**src/rtl/dr_pkg.sv**
```systemverilog
// rtl/dr_pkg.sv - shared types and constants for dual-rail capture stages
package dr_pkg;

    typedef enum logic [2:0] {
        ST_IDLE  = 3'd0,
        ST_PRECH = 3'd1,
        ST_EVAL  = 3'd2,
        ST_HOLD  = 3'd3,
        ST_FAULT = 3'd4
    } dr_state_t;

    localparam logic [1:0] FC_NONE    = 2'b00;
    localparam logic [1:0] FC_ILLEGAL = 2'b01;
    localparam logic [1:0] FC_TIMEOUT = 2'b10;
    localparam logic [1:0] FC_PARITY  = 2'b11;

    // Rail codes as {t, f}
    localparam logic [1:0] RAIL_SPACER  = 2'b00;
    localparam logic [1:0] RAIL_ONE     = 2'b10;
    localparam logic [1:0] RAIL_ZERO    = 2'b01;
    localparam logic [1:0] RAIL_ILLEGAL = 2'b11;

    // Data-integrity faults (as opposed to timing faults)
    function automatic logic fc_is_data_error(input logic [1:0] fc);
        return (fc == FC_ILLEGAL) || (fc == FC_PARITY);
    endfunction

endpackage

```
**src/rtl/dr_capture_stage_if.sv**
```systemverilog
// rtl/dr_capture_stage_if.sv - captured-word valid/ready handshake
interface dr_capture_stage_if #(
    parameter int WIDTH = 8
);
    logic [WIDTH-1:0] out_data;
    logic             out_valid;
    logic             out_ready;

    modport master (
        output out_data,
        output out_valid,
        input  out_ready
    );

    modport slave (
        input  out_data,
        input  out_valid,
        output out_ready
    );
endinterface

```
**src/rtl/dr_completion_detect.sv**
```systemverilog
// rtl/dr_completion_detect.sv - dual-rail word complete/spacer/illegal reduction
module dr_completion_detect
    import dr_pkg::*;
#(
    parameter int WIDTH = 8
) (
    input  logic [WIDTH-1:0] in_t,
    input  logic [WIDTH-1:0] in_f,
    output logic             complete,
    output logic             spacer,
    output logic             illegal
);

    // Per-bit rail classification folded into word-level flags
    always_comb begin
        complete = 1'b1;
        spacer   = 1'b1;
        illegal  = 1'b0;
        for (int i = 0; i < WIDTH; i++) begin
            if (({in_t[i], in_f[i]} != RAIL_ONE) && ({in_t[i], in_f[i]} != RAIL_ZERO))
                complete = 1'b0;
            if ({in_t[i], in_f[i]} != RAIL_SPACER)
                spacer = 1'b0;
            if ({in_t[i], in_f[i]} == RAIL_ILLEGAL)
                illegal = 1'b1;
        end
    end

endmodule

```
**src/rtl/dr_capture_stage.sv**
```systemverilog
// rtl/dr_capture_stage.sv - dual-rail precharge/evaluate capture stage (optional DR_PARITY_EN)
module dr_capture_stage
    import dr_pkg::*;
#(
    parameter int WIDTH        = 8,
    parameter int PRE_CYCLES   = 1,
    parameter int EVAL_TIMEOUT = 15
) (
    input  logic             clk,
    input  logic             rst,
    input  logic [WIDTH-1:0] in_t,
    input  logic [WIDTH-1:0] in_f,
`ifdef DR_PARITY_EN
    input  logic             in_par_t,
    input  logic             in_par_f,
`endif
    input  logic             start,
    input  logic             clear_fault,
    output logic             precharge,
    dr_capture_stage_if.master out_if,
    output logic             busy,
    output logic             fault,
    output logic [1:0]       fault_code
);

    localparam int CW = (PRE_CYCLES > 1) ? $clog2(PRE_CYCLES) : 1;
    localparam int TW = (EVAL_TIMEOUT > 1) ? $clog2(EVAL_TIMEOUT) : 1;
    localparam logic [CW-1:0] CNT_LOAD  = CW'(PRE_CYCLES - 1);
    localparam logic [TW-1:0] TCNT_LAST = TW'(EVAL_TIMEOUT - 1);

    dr_state_t     state_q, state_d;
    logic [CW-1:0] cnt_q, cnt_d;
    logic [TW-1:0] tcnt_q, tcnt_d;
    logic [1:0]    fc_d;
    logic          capture;
    logic          w_complete, w_spacer, w_illegal;

`ifdef DR_PARITY_EN
    dr_completion_detect #(.WIDTH(WIDTH + 1)) u_detect (
        .in_t     ({in_par_t, in_t}),
        .in_f     ({in_par_f, in_f}),
        .complete (w_complete),
        .spacer   (w_spacer),
        .illegal  (w_illegal)
    );
`else
    dr_completion_detect #(.WIDTH(WIDTH)) u_detect (
        .in_t     (in_t),
        .in_f     (in_f),
        .complete (w_complete),
        .spacer   (w_spacer),
        .illegal  (w_illegal)
    );
`endif

    // Next-state, counters and fault code for the precharge/evaluate sequence
    always_comb begin
        state_d = state_q;
        cnt_d   = cnt_q;
        tcnt_d  = tcnt_q;
        fc_d    = fault_code;
        capture = 1'b0;
        case (state_q)
            ST_IDLE: begin
                if (start) begin
                    state_d = ST_PRECH;
                    cnt_d   = CNT_LOAD;
                    tcnt_d  = '0;
                end
            end
            ST_PRECH: begin
                if (cnt_q != '0) begin
                    cnt_d = cnt_q - 1'b1;
                end else if (w_spacer) begin
                    state_d = ST_EVAL;
                    tcnt_d  = '0;
                end else if (tcnt_q == TCNT_LAST) begin
                    state_d = ST_FAULT;
                    fc_d    = FC_TIMEOUT;
                end else begin
                    tcnt_d = tcnt_q + 1'b1;
                end
            end
            ST_EVAL: begin
                if (w_illegal) begin
                    state_d = ST_FAULT;
                    fc_d    = FC_ILLEGAL;
                end else if (w_complete) begin
`ifdef DR_PARITY_EN
                    if ((^in_t) != in_par_t) begin
                        state_d = ST_FAULT;
                        fc_d    = FC_PARITY;
                    end else begin
                        state_d = ST_HOLD;
                        capture = 1'b1;
                    end
`else
                    state_d = ST_HOLD;
                    capture = 1'b1;
`endif
                end else if (tcnt_q == TCNT_LAST) begin
                    state_d = ST_FAULT;
                    fc_d    = FC_TIMEOUT;
                end else begin
                    tcnt_d = tcnt_q + 1'b1;
                end
            end
            ST_HOLD: begin
                if (out_if.out_ready)
                    state_d = ST_IDLE;
            end
            ST_FAULT: begin
                if (clear_fault) begin
                    state_d = ST_IDLE;
                    fc_d    = FC_NONE;
                end
            end
            default: state_d = ST_IDLE;
        endcase
    end

    // State, counters and all outputs registered from the next state
    always_ff @(posedge clk) begin
        if (rst) begin
            state_q          <= ST_IDLE;
            cnt_q            <= '0;
            tcnt_q           <= '0;
            precharge        <= 1'b1;
            out_if.out_valid <= 1'b0;
            out_if.out_data  <= '0;
            busy             <= 1'b0;
            fault            <= 1'b0;
            fault_code       <= FC_NONE;
        end else begin
            state_q          <= state_d;
            cnt_q            <= cnt_d;
            tcnt_q           <= tcnt_d;
            precharge        <= (state_d != ST_EVAL);
            out_if.out_valid <= (state_d == ST_HOLD);
            busy             <= (state_d != ST_IDLE);
            fault            <= (state_d == ST_FAULT);
            fault_code       <= fc_d;
            if (capture)
                out_if.out_data <= in_t;
        end
    end

endmodule

```
**src/flat_wrapper.sv**
```systemverilog
// flat-port wrapper written by rule: the top's interface ports become plain ports
module dr_capture_stage_flat import dr_pkg::*;
#(
    parameter int WIDTH        = 8,
    parameter int PRE_CYCLES   = 1,
    parameter int EVAL_TIMEOUT = 15
)
  (clk, rst, in_t, in_f, start, clear_fault, precharge, busy, fault, fault_code, out_if_out_data, out_if_out_valid, out_if_out_ready);
  dr_capture_stage_if #(.WIDTH(WIDTH)) out_if_i ();
  input  logic clk;
  input  logic rst;
  input  logic [WIDTH-1:0] in_t;
  input  logic [WIDTH-1:0] in_f;
  input  logic start;
  input  logic clear_fault;
  output logic precharge;
  output logic busy;
  output logic fault;
  output logic [1:0] fault_code;
  output wire logic [$bits(out_if_i.out_data)-1:0] out_if_out_data;
  output wire logic [$bits(out_if_i.out_valid)-1:0] out_if_out_valid;
  input wire logic [$bits(out_if_i.out_ready)-1:0] out_if_out_ready;
  assign out_if_out_data = out_if_i.out_data;
  assign out_if_out_valid = out_if_i.out_valid;
  assign out_if_i.out_ready = out_if_out_ready;
  dr_capture_stage #(.WIDTH(WIDTH), .PRE_CYCLES(PRE_CYCLES), .EVAL_TIMEOUT(EVAL_TIMEOUT)) u_core (.clk(clk), .rst(rst), .in_t(in_t), .in_f(in_f), .start(start), .clear_fault(clear_fault), .precharge(precharge), .out_if(out_if_i), .busy(busy), .fault(fault), .fault_code(fault_code));
endmodule
```
**config.mk**
```make
export PLATFORM = sky130hd
export DESIGN_NAME = dr_capture_stage_flat
export DESIGN_NICKNAME = d
export VERILOG_FILES = /design/src/rtl/dr_pkg.sv /design/src/rtl/dr_capture_stage_if.sv /design/src/rtl/dr_completion_detect.sv /design/src/rtl/dr_capture_stage.sv /design/src/flat_wrapper.sv
export SDC_FILE = /design/constraint.sdc
export NUM_CORES = 1
export LEC_CHECK = 0
export CAP_MARGIN = 0
export CORE_MARGIN = 5
export CORE_UTILIZATION = 35
export DETAILED_ROUTE_END_ITERATION = 8
export SYNTH_ARGS = -nofsm -noshare
export SYNTH_HDL_FRONTEND = slang
export SYNTH_SLANG_ARGS = --single-unit
```
**constraint.sdc**
```tcl
create_clock -name clk -period 2.5 [get_ports clk]
set_clock_uncertainty 0.15 [all_clocks]
set_input_delay 0.5 -clock clk [delete_from_list [all_inputs] [get_ports clk]]
set_output_delay 0.5 -clock clk [all_outputs]
set_load 0.01 [all_outputs]
```
==> results.cfg <==
[route]
vias = 1169
drt-total-wl_um = 3000
first_pass_iters = 4
drt.antenna.violating_nets = 0
wl_per_cell_um = 12.7
drtIter0Drc = 112
drt-vias-per-instance = 4.95
drc = 0

[logic_synthesis]
yosys-top-cells-area = dfxtp_1, ha_1, nor2_1
synth_nets = 178
synth_common_cells = nor2_1, dfxtp_1, inv_1
synthArstFlopShare = 0
netlist_instances = 139
ys.flop_type = dfxtp_1
yosysTopAreaCellShare = 0.340
post_synth.cell_area_avg_um2 = 8.88
ys_seq_area_frac = 0.340
synth_area_um2 = 1230
yosys.area.top_type = dfxtp_1
yosysWarnings = 0
yosysMostFrequentCell = nor2_1
synth_cell_types = 33
ys_ff_latch = 21
synth_edf_count = 0

[floorplan]
initial_utilization = 0.364
die_h_um = 69.4
io_pins = 35
die_area_um2 = 4820
rows = 21
core_area_um2 = 3390
die_w_um = 69.4

[critical_path]
worst_setup_path_start_kind = primary input
crit_type = primary input to register
reg2reg_slack_ns = 0.56
slowest_delay_ns = 0.47
crit-reg2reg-launch = u_core.tcnt_q[0]
r2r_cells = 6
slowest_stage = clkdlybuf4s50_1
required_ns = 2.56
critical_path_depth = 8
cp-end-kind = register
cp_top_family = compound AO/OA/AOI/OAI gates
path_max_fanout = 4
path_cells = clkdlybuf4s50_1 > ha_2 > nor4_4 > nand2_2 > o41ai_4 > buf_4 > a211oi_1 > a31o_1
path_buf_inv = 2
worstPathArrival_ns = 2.54
crit_start = in_t[4]

[grt]
grt_usage = 0.128
grt_max_degree = 13
antenna_found_initial = 0
grt_pass1_vias = 1172
grt_overflow = 0
grt_pass1_wl_um = 5140

[clocking]
cts_sinks = 21
cts_made_buffers = 3
clockBufferDepth = 2
ctsHtreeMaxLevel = 1
cts_tree = built
path_clk_slew_ns = 0.11
clockRootBuffer = clkbuf_4
clk_latency_ns = 0.31
ctsHoldBuffers = 0

[sta]
final_max_slew_viol_count = 0
timing.fmax_mhz = 402
setup_viol = 0
timing.slew.headroom = 0.691
min_period_over_period = 0.995
hold_slack_ns = 0.335
min_period_ns = 2.49
hold_violations = 0
fin_tns_setup_ns = 0
worst_pin_slew_ns = 0.463

[final_layout]
fill_cells = 310
areaGrowthSynthToFinish_pct = 45.5
fin_cells = 236
num-nets-final = 230
diodes = 0
drive_gt1_frac = 0.163

[power]
power.leakage_uw = 0.000759
p_int_uw = 477
swShare = 0.267
pwr-share-clk = 0.256
seq_power_share = 0.533
p_switching_uw = 174
total_power_uw = 651
combPwrFrac = 0.211
vdd_drop_max_mv = 0.196
powerDensity_nw_per_um2 = 362

[placed_design]
routabilityCongestion = 0.863
dp_cells = 230
port_buffers = 34
dp_hpwl_um = 2350

[run]
drv_cap = 0

[worst_hold_path]
hp-start = u_core.fault_code[1]
whs_path_depth = 1
holdCritPathClass = register to register

[outcome]
outcome = completed
==> area by class of cell <==
type                            count  area (um^2)  area share
Tap cell                           46         57.6      0.0320
Timing Repair Buffer               49          453       0.252
Inverter                           19         71.3      0.0397
Multi-Input combinational cell     97          767       0.427
Sequential cell                    21          420       0.234
Clock inverter                      1         5.00     0.00279
Clock buffer                        3         22.5      0.0125
==> power by group through the flow <==
stage / clock network, uW / registers [uW] / logic (uW)
3_5_place_dp: 0 / 354 / 124
6_report: 167 / 347 / 137
2_1_floorplan: 0 / 354 / 54.1
3_3_place_gp: 0 / 354 / 121
5_1_grt: 193 / 348 / 151
4_1_cts: 176 / 347 / 125
==> layer usage <==
metal | vias to the layer above | part of all wire | track usage
met5 | - | 0 | 0
met4 | 0 | 0.011 | 0.0477
met3 | 6 | 0.063 | 0.0377
met2 | 42 | 0.46 | 0.208
met1 | 537 | 0.46 | 0.159
li1 | 584 | - | -
==> metrics by stage <==
step                      area [um^2]  setup slack, ns  utilization
after CTS                        1750           0.0950        0.515
after floorplan                  1230            0.430            -
after global placement           1720           -0.145        0.507
final                            1800           0.0113        0.530
after global routing             1800          -0.0159        0.530
after detailed placement         1720           -0.250        0.507
==> kinds of logic (layout without fill, tap and decap cells) <==
kind of cell,Yosys count,after routing,synth area share
AND/OR/NAND/NOR,46,46,0.185
AO/OA/AOI/OAI,25,25,0.160
flip-flops,21,21,0.340
buffers and inverters,21,72,0.0669
adder cells (fa/ha/maj),18,18,0.182
multiplexers,8,8,0.0648
==> state kept, by name, summed over array words and instances, names as in the netlist <==
register and count:
u_core.busy 1, u_core.fault 1, u_core.fault_code 2, u_core.out_if.out_data 8, u_core.out_if.out_valid 1, u_core.precharge 1
u_core.state_q 3, u_core.tcnt_q 4
==> worst paths after layout <==
path                           to
max reg2reg           u_core.busy
max              u_core.tcnt_q[0]
min reg2reg  u_core.fault_code[1]
min          u_core.fault_code[1]
==> placed cells by master, fill, tap and decap left out, drive strengths merged, types with 2 or more instances in the layout <==
cell type,netlist,layout
buf,1,15
a21oi,6,6
and3,2,2
clkdlybuf4s50,0,34
nor2,25,25
mux2i,8,8
inv,19,19
nor4,2,2
nand2b,2,2
o21a,2,2
o21ai,4,4
nand2,4,4
dfxtp,21,21
nand4,4,4
nor3,2,2
a211oi,2,2
ha,18,18
clkbuf,1,3
nand3,2,2
==> what timing repair did <==
action                     4_1_cts  5_1_grt
setup endpoints to repair        0        2
buffers inserted                 0        2
gates resized for setup          0        8
Power figures use the tool's default switching activity.
